## config.mk

```make
export PLATFORM = sky130hd
export DESIGN_NAME = icmp_msg_arbiter
export DESIGN_NICKNAME = d
export VERILOG_FILES = /design/src/rtl/icmp_msg_arbiter.sv
export SDC_FILE = /design/constraint.sdc
export NUM_CORES = 1
export LEC_CHECK = 0
export CAP_MARGIN = 20
export CELL_PAD_IN_SITES_DETAIL_PLACEMENT = 1
export CELL_PAD_IN_SITES_GLOBAL_PLACEMENT = 1
export CORE_AREA = 2 2 234 236
export CTS_CLUSTER_SIZE = 16
export DETAILED_ROUTE_END_ITERATION = 16
export DIE_AREA = 0 0 236 238
export PLACE_DENSITY_LB_ADDON = 0.1
export SYNTH_ARGS = -nofsm -noshare
export SYNTH_HDL_FRONTEND = slang
export SYNTH_SLANG_ARGS = --single-unit
```

## constraint.sdc

```tcl
create_clock -name clock -period 2.18 [get_ports clock]
set_input_delay 0.436 -clock clock [delete_from_list [all_inputs] [get_ports clock]]
set_output_delay 0.436 -clock clock [all_outputs]
set_load 0.02 [all_outputs]
```

## src/rtl/icmp_msg_arbiter.sv

```systemverilog
// icmp_msg_arbiter
//   Shares one ICMP message generator among NREQ requesters. A granted requester's
//   type/code/typedata and 96-bit payload are latched. The generator is then loaded
//   over three cycles. Its five 32-bit output beats are forwarded as one framed
//   message, and a one-cycle ack (with ack_err on generator timeout) is returned.
//
//   Optional build macro: ICMP_ARB_PRIORITY_EN
//     defined   -> requester 0 has strict priority, the others round-robin
//     undefined -> pure round-robin over all requesters
//
// Ports
//   clock, hardreset_n        rising-edge clock, asynchronous active-low reset
//   req/req_*                 per-requester request and message fields (packed slices)
//   ack, ack_err              completion pulse to the granted requester, error qualifier
//   gen_start, gen_*          generator load interface (type/code/typedata + 3 payload words)
//   gen_out_valid/word        generator output beats
//   out_valid/sop/eop/word    forwarded framed message (registered, 1-cycle latency)
//   out_src                   index of requester owning the current message
//   busy                      high whenever the arbiter is not idle
`timescale 1ns/1ps
module icmp_msg_arbiter #(
    parameter int unsigned NREQ    = 3,
    parameter int unsigned SELW    = 2,
    parameter int unsigned TIMEOUT = 16
) (
    input  logic              clock,
    input  logic              hardreset_n,
    input  logic [NREQ-1:0]   req,
    input  logic [8*NREQ-1:0] req_type,
    input  logic [8*NREQ-1:0] req_code,
    input  logic [32*NREQ-1:0] req_typedata,
    input  logic [96*NREQ-1:0] req_data,
    output logic [NREQ-1:0]   ack,
    output logic              ack_err,
    output logic              gen_start,
    output logic [7:0]        gen_typeoficmp,
    output logic [7:0]        gen_code,
    output logic [31:0]       gen_typedata,
    output logic [31:0]       gen_inputdata,
    input  logic              gen_out_valid,
    input  logic [31:0]       gen_out_word,
    output logic              out_valid,
    output logic              out_sop,
    output logic              out_eop,
    output logic [31:0]       out_word,
    output logic [SELW-1:0]   out_src,
    output logic              busy
);

    localparam logic [2:0] StIdle   = 3'd0;
    localparam logic [2:0] StLoad   = 3'd1;
    localparam logic [2:0] StFeed1  = 3'd2;
    localparam logic [2:0] StFeed2  = 3'd3;
    localparam logic [2:0] StWait   = 3'd4;
    localparam logic [2:0] StStream = 3'd5;
    localparam logic [2:0] StDone   = 3'd6;
    localparam logic [2:0] StErr    = 3'd7;

    logic [2:0]      state_q, state_d;
    logic [SELW-1:0] grant_q, grant_d;
    logic [SELW-1:0] rr_ptr_q, rr_ptr_d;
    logic [7:0]      type_q, type_d;
    logic [7:0]      code_q, code_d;
    logic [31:0]     typedata_q, typedata_d;
    logic [95:0]     data_q, data_d;
    logic [2:0]      beat_cnt_q, beat_cnt_d;
    logic [7:0]      to_cnt_q, to_cnt_d;
    logic            out_valid_q, out_valid_d;
    logic            out_sop_q, out_sop_d;
    logic            out_eop_q, out_eop_d;
    logic [31:0]     out_word_q, out_word_d;

    // Arbitration: first eligible request at or above rr_ptr, wrapping.
    logic [NREQ-1:0] req_elig;
    logic [SELW-1:0] pick;
    logic [SELW-1:0] idx;
    logic            pick_vld;

    always_comb begin
        req_elig = req;
`ifdef ICMP_ARB_PRIORITY_EN
        // Requester 0 masks everyone else; otherwise the wrap search skips it naturally.
        if (req[0]) begin
            req_elig = {{(NREQ-1){1'b0}}, 1'b1};
        end
`endif
        pick     = '0;
        pick_vld = 1'b0;
        idx      = '0;
        for (int unsigned i = 0; i < NREQ; i++) begin
            idx = SELW'((32'(rr_ptr_q) + i) % NREQ);
            if (!pick_vld && req_elig[idx]) begin
                pick_vld = 1'b1;
                pick     = idx;
            end
        end
    end

    always_comb begin
        state_d     = state_q;
        grant_d     = grant_q;
        rr_ptr_d    = rr_ptr_q;
        type_d      = type_q;
        code_d      = code_q;
        typedata_d  = typedata_q;
        data_d      = data_q;
        beat_cnt_d  = beat_cnt_q;
        to_cnt_d    = to_cnt_q;
        out_valid_d = 1'b0;
        out_sop_d   = 1'b0;
        out_eop_d   = 1'b0;
        out_word_d  = '0;

        case (state_q)
            StIdle: begin
                if (pick_vld) begin
                    grant_d    = pick;
                    type_d     = req_type[8*pick +: 8];
                    code_d     = req_code[8*pick +: 8];
                    typedata_d = req_typedata[32*pick +: 32];
                    data_d     = req_data[96*pick +: 96];
                    state_d    = StLoad;
                end
            end
            StLoad:  state_d = StFeed1;
            StFeed1: state_d = StFeed2;
            StFeed2: begin
                beat_cnt_d = '0;
                to_cnt_d   = '0;
                state_d    = StWait;
            end
            StWait, StStream: begin
                if (gen_out_valid) begin
                    out_valid_d = 1'b1;
                    out_word_d  = gen_out_word;
                    out_sop_d   = (state_q == StWait);
                    beat_cnt_d  = beat_cnt_q + 3'd1;
                    to_cnt_d    = '0;
                    if (beat_cnt_q == 3'd4) begin
                        out_eop_d = 1'b1;
                        state_d   = StDone;
                    end else begin
                        state_d = StStream;
                    end
                end else if (to_cnt_q + 8'd1 == 8'(TIMEOUT)) begin
                    // Abort: already-forwarded beats stand, no eop is ever sent.
                    state_d = StErr;
                end else begin
                    to_cnt_d = to_cnt_q + 8'd1;
                end
            end
            StDone, StErr: begin
                rr_ptr_d = (grant_q == SELW'(NREQ - 1)) ? '0 : grant_q + SELW'(1);
                state_d  = StIdle;
            end
            default: state_d = StIdle;
        endcase
    end

    always_ff @(posedge clock or negedge hardreset_n) begin
        if (!hardreset_n) begin
            state_q     <= StIdle;
            grant_q     <= '0;
            rr_ptr_q    <= '0;
            type_q      <= '0;
            code_q      <= '0;
            typedata_q  <= '0;
            data_q      <= '0;
            beat_cnt_q  <= '0;
            to_cnt_q    <= '0;
            out_valid_q <= 1'b0;
            out_sop_q   <= 1'b0;
            out_eop_q   <= 1'b0;
            out_word_q  <= '0;
        end else begin
            state_q     <= state_d;
            grant_q     <= grant_d;
            rr_ptr_q    <= rr_ptr_d;
            type_q      <= type_d;
            code_q      <= code_d;
            typedata_q  <= typedata_d;
            data_q      <= data_d;
            beat_cnt_q  <= beat_cnt_d;
            to_cnt_q    <= to_cnt_d;
            out_valid_q <= out_valid_d;
            out_sop_q   <= out_sop_d;
            out_eop_q   <= out_eop_d;
            out_word_q  <= out_word_d;
        end
    end

    logic ack_any;

    always_comb begin
        ack_any       = (state_q == StDone) || (state_q == StErr);
        ack_err       = (state_q == StErr);
        gen_start     = (state_q == StLoad);
        busy          = (state_q != StIdle);
        gen_inputdata = '0;
        case (state_q)
            StLoad:  gen_inputdata = data_q[95:64];
            StFeed1: gen_inputdata = data_q[63:32];
            StFeed2: gen_inputdata = data_q[31:0];
            default: gen_inputdata = '0;
        endcase
        for (int unsigned i = 0; i < NREQ; i++) begin
            ack[i] = ack_any && (grant_q == SELW'(i));
        end
    end

    assign gen_typeoficmp = type_q;
    assign gen_code       = code_q;
    assign gen_typedata   = typedata_q;
    assign out_valid      = out_valid_q;
    assign out_sop        = out_sop_q;
    assign out_eop        = out_eop_q;
    assign out_word       = out_word_q;
    assign out_src        = grant_q;

endmodule

```

==> results of run 1 <==
[logic make-up (layout without fill, tap and decap cells)]
kind of cell             after synthesis  in the layout
AO/OA/AOI/OAI                        209            209
XOR/XNOR                               4              4
adder cells (fa/ha/maj)                5              5
buffers and inverters                115            845
flip-flops                           197            197
multiplexers                         177            177
other                                  0              7
AND/OR/NAND/NOR                      410            414
[sequential cells by signal, summed over array words and instances, names as in the netlist]
register        cells
out_sop             1
gen_code            8
data_q             96
out_eop             1
rr_ptr_q            2
beat_cnt_q          3
gen_typeoficmp      8
gen_typedata       32
out_word           32
state_q             3
out_valid           1
to_cnt_q            8
out_src             2
[power by group through the flow]
stage,Clock (W),Sequential [W],Combinational (W)
finish,0.00335,0.00626,0.0212
global route,0.00358,0.00646,0.0226
CTS,0.00349,0.00620,0.0198
detailed placement,0,0.00620,0.0154
global placement,0,0.00618,0.0153
floorplan,0,0.00645,0.00746
[critical path: cells and delay by family (launching register included)]
family          cells  cell delay (ns)
compound gates      1             0.10
simple gates        3             1.08
buf+inv             5             0.74
flops               1             0.43
[path summary, 6_finish.rpt]
| check | endpoint | slack, ns | cells past startpoint |
|---|---|---|---|
| setup / recovery | data_q[22] | -0.30 | 9 |
| hold / removal | data_q[4] | 0.44 | 2 |
| setup reg to reg | data_q[22] | -0.30 | 9 |
| hold reg to reg | data_q[33] | 0.49 | 2 |
| max in group asynchronous | data_q[33] | 1.06 | 3 |
| min in group clock | data_q[33] | 0.49 | 2 |
[repair_timing]
item                                    4_1_cts  5_1_grt
pin swaps                                    18       90
resized for setup                           248       88
buffers inserted                             33       17
hold endpoints to repair                     37        0
endpoints found under the setup margin      184      184
hold buffers                                  1        0
gates cloned                                 28       19
[area by class of cell]
class                      instances  area share
sequential                       197      0.2293
multi-input combinational        809      0.2795
clock buffer                      17     0.01976
tap                              696     0.04046
inverter                          11    0.001918
clock inverter                    15    0.007324
antenna                            7   0.0008138
timing repair buffer             802      0.4209
[layer usage]
metal  vias to the layer above  global-route usage
met5                         -                   0
met4                        12             0.07373
met3                        69             0.06814
met2                       355              0.3793
met1                      5950              0.2597
li1                       5561                   -
[cell usage in the layout, fill, tap and decap left out, types with 6 or more instances in the layout]
master,Yosys,final
sky130_fd_sc_hd__o211ai_1,135,135
sky130_fd_sc_hd__a22oi_2,0,29
sky130_fd_sc_hd__diode_2,0,7
sky130_fd_sc_hd__nand2_2,1,38
sky130_fd_sc_hd__dfrtp_1,197,192
sky130_fd_sc_hd__mux2_4,0,18
sky130_fd_sc_hd__nand2_1,160,121
sky130_fd_sc_hd__mux2i_1,145,137
sky130_fd_sc_hd__mux2_2,32,14
sky130_fd_sc_hd__and3_1,34,34
sky130_fd_sc_hd__inv_1,11,9
sky130_fd_sc_hd__buf_16,0,25
sky130_fd_sc_hd__buf_8,0,11
sky130_fd_sc_hd__clkbuf_16,0,34
sky130_fd_sc_hd__nor2_1,44,40
sky130_fd_sc_hd__inv_6,0,6
sky130_fd_sc_hd__o211ai_2,10,10
sky130_fd_sc_hd__mux2i_2,0,6
sky130_fd_sc_hd__clkdlybuf4s50_1,0,553
sky130_fd_sc_hd__buf_12,0,52
sky130_fd_sc_hd__buf_4,4,121
sky130_fd_sc_hd__buf_6,13,14
sky130_fd_sc_hd__nand3_1,147,144
[stage by stage]
| step | util | TNS, ns | instance area (um^2) |
|---|---|---|---|
| final | 0.4024 | -39.78 | 21520 |
| after detailed placement | 0.3471 | -54.16 | 18570 |
| after floorplan | - | 0 | 10890 |
| after global routing | 0.4024 | -54.86 | 21520 |
| after CTS | 0.3885 | -45.38 | 20780 |
| after global placement | 0.3471 | -49.02 | 18570 |
==> run summary, run 1 <==
Worst setup path
* R2R Path Start: state_q[0]
* master of the slowest instance on the critical path: sky130_fd_sc_hd__or4_4
* Top cell by count, worst path: sky130_fd_sc_hd__buf_12
* critical path startpoint category: flop
* Crit path largest cell delay: 0.59 ns
* origin of the worst setup path: state_q[0]
* CP max FO: 8
* chain of cells forming the critical path: buf_4, buf_12, or3_4, buf_6, or4_4, buf_12, buf_16, nand2_2, o211ai_1
* Setup crit end kind: flop
* Setup Crit Path Kind: reg2reg
* required time worst endpoint: 2.55 ns
* Worst Path Arrival: 2.84 ns

Routing
* total wire length after detailed routing: 63.80 mm
* Via Count: 11950
* met1 routed wirelength after detailed routing: 26.46 mm
* metal3 WL: 4.226 mm
* Remaining DRCs: 0
* highest metal used: met5
* via density per instance: 4.678
* DRC marker count from the first detailed-route iteration: 495
* routed length per placed instance: 24.98 um
* remaining antenna violation count: 0
* WL met2: 31.75 mm
* length of the first detailed-routing pass in iterations: 4

Timing
* fin. max-slew vios: 0
* worst-case setup margin in the final layout: -0.2977 ns
* slew at the pin with the worst max-slew slack: 0.5243 ns
* Layout Skew: 0.01528 ns
* Min Clock Period, post-route: 2.478 ns
* RSZ-0062 raised after global routing: true
* final worst hold slack: 0.4382 ns
* share of the clock period used by the worst path: 1.137
* Highest Clock Rate: 403.6 MHz
* worst max-slew margin expressed relative to the limit: 0.6497
* final setup fails: 180
* final number of hold-violating endpoints: 0

Status
* run status: finished, violations left
* failing checks: negative setup slack

Floorplanning
* IO Count: 593
* Rows: 85
* core region area: 53500 um^2
* Die Outline Area: 56170 um^2
* die outline height: 238 um
* die span in x: 236 um
* Starting Density: 0.2036

Cells and area
* Layout fillers: 5921
* Layout area overhead: 97.64%
* number of nets in the layout: 2313
* number of standard cells in the layout, taps in and fillers out: 2554
* footprint of the flip-flops and latches: 4936 um^2
* area occupied by multi-input gates: 6016 um^2
* layout cells sized above 1: 0.2345

Placement
* dpl cells: 2423
* final weighted congestion in routability-driven placement: 0.8099
* post-placement setup slack: -0.5576 ns
* IO Port Bufs: 592
* HPWL Detailed: 43.78 mm

Synthesis
* commonest register cell after synthesis: sky130_fd_sc_hd__dfrtp_1
* mux share of post-synthesis cell area: 0.1664
* Post-synth EDFFs: 0
* Async SR Flop Fraction: 1.000
* xor/xnor cell area share of the yosys netlist: 0.003217
* top area cells in the synthesized netlist: sky130_fd_sc_hd__dfrtp_1 45%, sky130_fd_sc_hd__mux2i_1 13%, sky130_fd_sc_hd__o211ai_1 9.3%, sky130_fd_sc_hd__nand3_1 6.8%, sky130_fd_sc_hd__nand2_1 5.5%
* compound-gate portion of the synthesized area: 0.1469
* synth warn: 0
* number of library cell types mapped by synthesis: 46
* sequential element share of the synthesized area: 0.4527
* top cell type by total area after synthesis: sky130_fd_sc_hd__dfrtp_1
* syn_area_per_cell: 9.750 um^2
* flip-flop and latch count after synthesis: 197
* most frequent cell after synthesis: sky130_fd_sc_hd__dfrtp_1
* post-synthesis net count: 1592
* cell count after synthesis: 1117
* Synth top area share: 0.4527
* post-synthesis instance area: 10890 um^2
* adder-cell area share of the yosys netlist: 0.005744
* main combinational cell family by area after synthesis: simple AND/OR/NAND/NOR gates
* synth cell count leaders: 197 x sky130_fd_sc_hd__dfrtp_1, 160 x sky130_fd_sc_hd__nand2_1, 147 x sky130_fd_sc_hd__nand3_1, 145 x sky130_fd_sc_hd__mux2i_1, 135 x sky130_fd_sc_hd__o211ai_1
* post-synthesis simple-gate area fraction: 0.1728

Clock tree
* clock tree root buffer cell: sky130_fd_sc_hd__clkbuf_16
* number of clock buffers inserted by TritonCTS: 17
* CTS tree: built
* clock network latency to the later pin of the worst-skew pair: 0.50 ns
* H-tree depth: 4
* clock slew at reported path FFs: 0.08 ns
* TritonCTS Sinks: 197
* CTS max path bufs: 2

Global route
* number of antenna violations at the first check in global routing: 13
* via count of the first global-routing pass: 13290
* maximum number of pins on one net before global-route repair: 45
* GRT Resource Usage Total: 0.2202
* sum of overflow across all layers after global routing: 0
* wire length of the first global-routing pass: 90.04 mm

Pwr
* Max rail drop VDD: 697.2 uV
* share of total power in the clock network: 0.109
* total chip power: 0.03081 W
* combinational share of power: 0.688
* share of total power in sequential cells: 0.203
* fraction of power spent switching nets: 0.4266
* leak pwr: 9.456 nW
* switching power summed over all nets: 0.01314 W
* cell internal power dissipation: 0.01766 W
* pwr/cell area: 1431 nW/um^2

Run
* max capacitance violation total: 0

Hold path
* hold crit path type: in2async

Power figures use the tool's default switching activity.
==> run 2: changes to the inputs <==
GPL_ROUTABILITY_DRIVEN = 0   (was not set)
==> results of run 2 <==
The final DEF is identical to that of run 1; final timing and power are the same.
==> RTL edit 1: new RTL, settings of run 2 <==
Register the output `ack_err`, without a reset; this adds one clock of latency there. The other outputs are not delayed to match. Comments in the files are not updated.
--- a/src/rtl/icmp_msg_arbiter.sv
+++ b/src/rtl/icmp_msg_arbiter.sv
@@ -58,2 +58,4 @@
 
+    logic ack_err_d;
+
     logic [2:0]      state_q, state_d;
@@ -195,3 +197,3 @@
         ack_any       = (state_q == StDone) || (state_q == StErr);
-        ack_err       = (state_q == StErr);
+        ack_err_d     = (state_q == StErr);
         gen_start     = (state_q == StLoad);
@@ -219,2 +221,6 @@
 
+    always_ff @(posedge clock) begin
+        ack_err <= ack_err_d;
+    end
+
 endmodule
Formal check against the unedited RTL: no difference found for any inputs over 4 cycles, from zero or initial values and one cycle with hardreset_n low; that may be too few to reach the edited logic, so the function may still have changed.
==> RTL edit 1 against run 2 <==
Area after synthesis rose by 0.18%; the run still ends with setup timing left; sequential power up 3.7%; total power up 12%; design area grew 7.6%; first-iteration DRC count up 1.6%; via count is 2.5% higher; sequential cell count up 1; fmax about the same; critical path depth grew 3; routed wire length rose by 5.2%; combinational power up 17%; setup slack hardly changed; worst hold slack lost 0.017 ns.
==> RTL edit 1: results (changes against run 2) <==
status: "finished, violations left"
violations: "setup timing"
met2_usage: 0.410  # +0.0308
worst-path-max-fanout: 8  # unchanged
synthArstFlopShare: 0.995  # -0.00505
seq_area_frac_synth: 0.454  # +0.00100
ant_nets: 0  # unchanged
synth_cell_types: 47  # +2.2%
holdBufCountCts: 1  # unchanged
synthTopCellsByCount: "197 x dfrtp_1, 160 x nand2_1, 147 x nand3_1"
numCtsBuffers: 17  # unchanged
max_flop_register: "data_q"
syn_nets: 1593  # +0.063%
total_leakage_power_nw: 9.80  # +3.7%
drt_iter0_markers: 503  # +1.6%
synth.mux.area_fraction: 0.166  # -0.000305
insertion_delay_ns: 0.51
synth_compound_area_frac: 0.147  # -0.000270
grt_max_degree: 54  # +20%
root_buffer: "clkbuf_16"
dpl-instance-area_sq_um: 18500  # -0.22%
critical-path-max-stage-delay_ns: 0.43  # -0.16 ns
ctsResizeCount: 467  # +88%
htreeDepth: 4  # unchanged
ir_drop_v: 0.000807  # +16%
cts.clk_slew.worst_paths_ns: 0.09
r2r-end: "data_q[58]$_DFFE_PN0P_"
hpwl_mm: 43.1  # -1.6%
worst_path_max_delay_cell: "dfrtp_1"
critPathKind: "reg -> reg"
antenna_found_initial: 5  # -8
grt_usage: 0.235  # +0.0147
post_cts_buffers: 73  # +120%
synth_xor_area_frac: 0.00321  # -0.00000590
hold_ws_ns: 0.421  # -0.0172 ns
hp-class: "in -> async"
cp_top_family: "buffers and inverters"
largest_reg_flops: 96  # unchanged
use_met3: 0.0673  # -0.000810
grt_pass1_wl_mm: 95.1  # +5.6%
yosysWarnings: 0  # unchanged
n_fill_cell: 5794  # -2.1%
reg2reg_depth: 12  # +3
port_buffers: 592  # unchanged
setup_slack_ns: -0.298  # +0.00000800 ns
drive_gt1_frac: 0.320  # +0.0853
gr-usage-met1: 0.289  # +0.0288
fin_nets: 2360  # +2.0%
synth_area_leaders: "dfrtp_1 45%, mux2i_1 13%, o211ai_1 9.3%"
setup_viol: 181  # +0.56%
avgRoutedWirePerCell_um: 25.8  # +3.4%
tightest_slew_ns: 0.506  # -0.0188 ns
via_count: 12200  # +2.5%
cp-startpoint: "rr_ptr_q[0]$_DFFE_PN0P_"
synthAdderAreaFrac: 0.00573  # -0.0000105
grt_pass1_vias: 13700  # +2.9%
p_switching_mw: 14.7  # +12%
skew_ns: 0.0141  # -0.00119 ns
==> RTL edit 1: cell types whose count changed after synthesis <==
cell            run 2  this run
dfxtp_1             0         1
==> RTL edit 1: power groups by stage <==
stage | clock network, mW | logic (mW) | registers (mW)
2_1_floorplan | 0 | 7.46 | 6.47
3_3_place_gp | 0 | 15.1 | 6.18
3_5_place_dp | 0 | 15.3 | 6.22
4_1_cts | 3.50 | 23.9 | 6.35
5_1_grt | 3.60 | 26.1 | 6.67
6_report | 3.35 | 24.7 | 6.49
==> RTL edit 1: metal layers <==
| metal | vias up | share of wire |
|---|---|---|
| met4 | 2 | 0.012 |
| li1 | 5664 | - |
| met2 | 351 | 0.50 |
| met5 | - | 0.00019 |
| met1 | 6196 | 0.43 |
| met3 | 35 | 0.062 |
==> RTL edit 1: through the flow <==
stage          setup TNS (ns)  cells  worst slack [ns]  total power [mW]  utilization
2_1_floorplan               0   1118           0.00390              13.9            -
5_1_grt                -55.91   2596            -0.386              36.4        0.433
6_report               -41.17   2598            -0.298              34.5        0.433
4_1_cts                -41.12   2577            -0.359              33.8        0.422
3_5_place_dp           -56.91   2422            -0.500              21.5        0.346
3_3_place_gp           -50.35   2422            -0.444              21.3        0.346
==> RTL edit 1: logic make-up (layout without fill, tap and decap cells) <==
logic type      after synthesis  in the layout
simple gates                410            414
compound gates              209            209
flops                       198            198
mux                         177            177
buf+inv                     115            891
fa+ha+maj                     5              5
xor+xnor                      4              4
other cells                   0              4
==> RTL edit 1: cell type report <==
type                    count  area [sq um]  area share
repair buffers            848          9860       0.426
inverters                  11          41.3     0.00178
well taps                 696           871      0.0376
diodes                      4          10.0    0.000432
clock inverters            14           155     0.00670
multi-input cells         809          6840       0.295
flip-flops and latches    198          4950       0.214
clock buffers              18           429      0.0185
==> RTL edit 2: new RTL, settings of run 2 <==
Without the edit above. The parameter `SELW` goes from 2 to 3.
--- a/src/rtl/icmp_msg_arbiter.sv
+++ b/src/rtl/icmp_msg_arbiter.sv
@@ -22,3 +22,3 @@
     parameter int unsigned NREQ    = 3,
-    parameter int unsigned SELW    = 2,
+    parameter int unsigned SELW    = 3,
     parameter int unsigned TIMEOUT = 16
Ports: changed (resized out_src); port bits go from 593 to 594. The function was not compared with the original's and may differ.
==> RTL edit 2 against run 2 <==
The run still ends with setup timing left; setup slack got worse by 1.5 ns; count of clock-buffer cells in the layout is the same; via count grew 25%; final cell count up 14%; critical path depth is 12 higher; design area rose by 17%; area after synthesis grew 21%; routed wire length is 23% higher; clock skew shrank 0.0012 ns; sequential cell count rose by 2; largest cell class unchanged.
Power is left out: the tool's default activity adds up to more than one toggle a clock period on the data nets, which glitch-free logic cannot reach.
==> RTL edit 2: results (changes against run 2) <==
syn_nets: 1943  # +22%
drt_wl_total_mm: 78.6  # +23%
synthTopCellsByCount: "199 x dfrtp_1, 198 x nor2_1, 162 x inv_1"
tightest_slew_ns: 0.837  # +0.313 ns
grt_pass1_wl_mm: 110  # +22%
status: "finished, violations left"
drive_gt1_frac: 0.297  # +0.0629
n_fill_cell: 5813  # -1.8%
cp.arrival_ns: 4.42  # +1.58 ns
dr.pass1.iters: 5  # +1
syn_to_final_growth_pct: 92.0
post_drt_via_cell_ratio: 5.13  # +9.7%
dpl-instance-area_sq_um: 21400  # +15%
setup_slack_ns: -1.84  # -1.54 ns
seq_area_frac_synth: 0.379  # -0.0736
yosysWarnings: 0  # unchanged
setup_viol: 188  # +4.4%
port_buffers: 593  # +0.17%
grt_max_degree: 71  # +58%
drt_iter0_markers: 708  # +43%
grt_pass1_vias: 15900  # +20%
violations: "setup timing"
root_buffer: "clkbuf_16"
grt_usage: 0.263  # +0.0432
antenna_found_initial: 9  # -4
synth_cell_types: 57  # +24%
tns_ns: -268.53  # -228.75 ns
hpwl_mm: 53.9  # +23%
synth_area_leaders: "dfrtp_1 38%, a21boi_0 8.2%, o32ai_1 6.3%"
skew_ns: 0.0141  # -0.00119 ns
worst-path-max-fanout: 6  # -2
fin_nets: 2673  # +16%
## RTL edit 2: cell types whose count changed after synthesis, moves of 94 or more
cell,before,now
a211oi_1,0,98
a21boi_0,0,143
o32ai_1,0,94
nand2_1,160,60
nand3_1,147,12
o211ai_1,135,1
mux2i_1,145,9
inv_1,11,162
nor2_1,44,198
## RTL edit 2: area by class of cell
cell class                 count  area share
multi-input combinational    950       0.343
inverter                     162      0.0242
tap                          696      0.0345
sequential                   199       0.198
clock inverter                15     0.00784
timing repair buffer         853       0.375
antenna                        7    0.000694
clock buffer                  17      0.0169
## RTL edit 2: worst max-delay path, stage by stage (launching register included)
cell	delay (ns)
dfrtp_2	0.51
ha_4	0.22
xnor2_4	0.16
nor2_2	0.08
ha_4	0.18
ha_4	0.17
a21oi_4	0.12
nand2_2	0.08
xor2_2	0.22
ha_4	0.25
mux2i_1	0.13
o21ai_2	0.21
inv_2	0.08
or3_4	0.34
a21oi_4	0.18
buf_6	0.12
a21o_4	0.12
buf_12	0.12
buf_12	0.15
clkbuf_16	0.17
nor2_1	0.05
o32ai_2	0.28
## RTL edit 2: logic make-up after synthesis
group,synth area share
compound gates,0.376
simple gates,0.113
buf+inv,0.0972
flops,0.379
fa+ha+maj,0.0190
mux,0.00943
xor+xnor,0.00648
## RTL edit 2: path summary, 6_finish.rpt
| kind | start | to | slack [ns] | cells past startpoint |
|---|---|---|---|---|
| max | rr_ptr_q[1]$_DFFE_PN0P_ | data_q[21]$_DFFE_PN0P_ | -1.84 | 21 |
| min | hardreset_n | data_q[27]$_DFFE_PN0P_ | 0.37 | 2 |
| max reg2reg | rr_ptr_q[1]$_DFFE_PN0P_ | data_q[21]$_DFFE_PN0P_ | -1.84 | 21 |
| min reg2reg | to_cnt_q[0]$_DFFE_PN0P_ | to_cnt_q[0]$_DFFE_PN0P_ | 0.50 | 1 |
| max in group asynchronous | hardreset_n | rr_ptr_q[1]$_DFFE_PN0P_ | 1.07 | 3 |
| min in group clock | to_cnt_q[0]$_DFFE_PN0P_ | to_cnt_q[0]$_DFFE_PN0P_ | 0.50 | 1 |
## RTL edit 2: stage by stage
step           setup WS (ns)  instances
3_5_place_dp           -1.97       2772
4_1_cts                -1.75       2860
6_report               -1.84       2899
5_1_grt                -2.02       2897
2_1_floorplan          -1.80       1453
3_3_place_gp           -1.96       2772
## RTL edit 2: per-layer routing
metal	GRT usage	vias up	part of all wire
met5	0	-	0.00071
met4	0.0645	8	0.018
met3	0.0672	69	0.063
met2	0.450	491	0.49
met1	0.332	7574	0.43
li1	-	6737	-
## RTL edit 2: timing repair
item | in CTS | in global routing
buffers inserted | 33 | 21
endpoints found under the hold margin | 16 | 0
hold buffers | 1 | 0
gates resized for setup | 231 | 185
endpoints found under the setup margin | 189 | 194
pin swaps | 55 | 26
cloned | 22 | 15
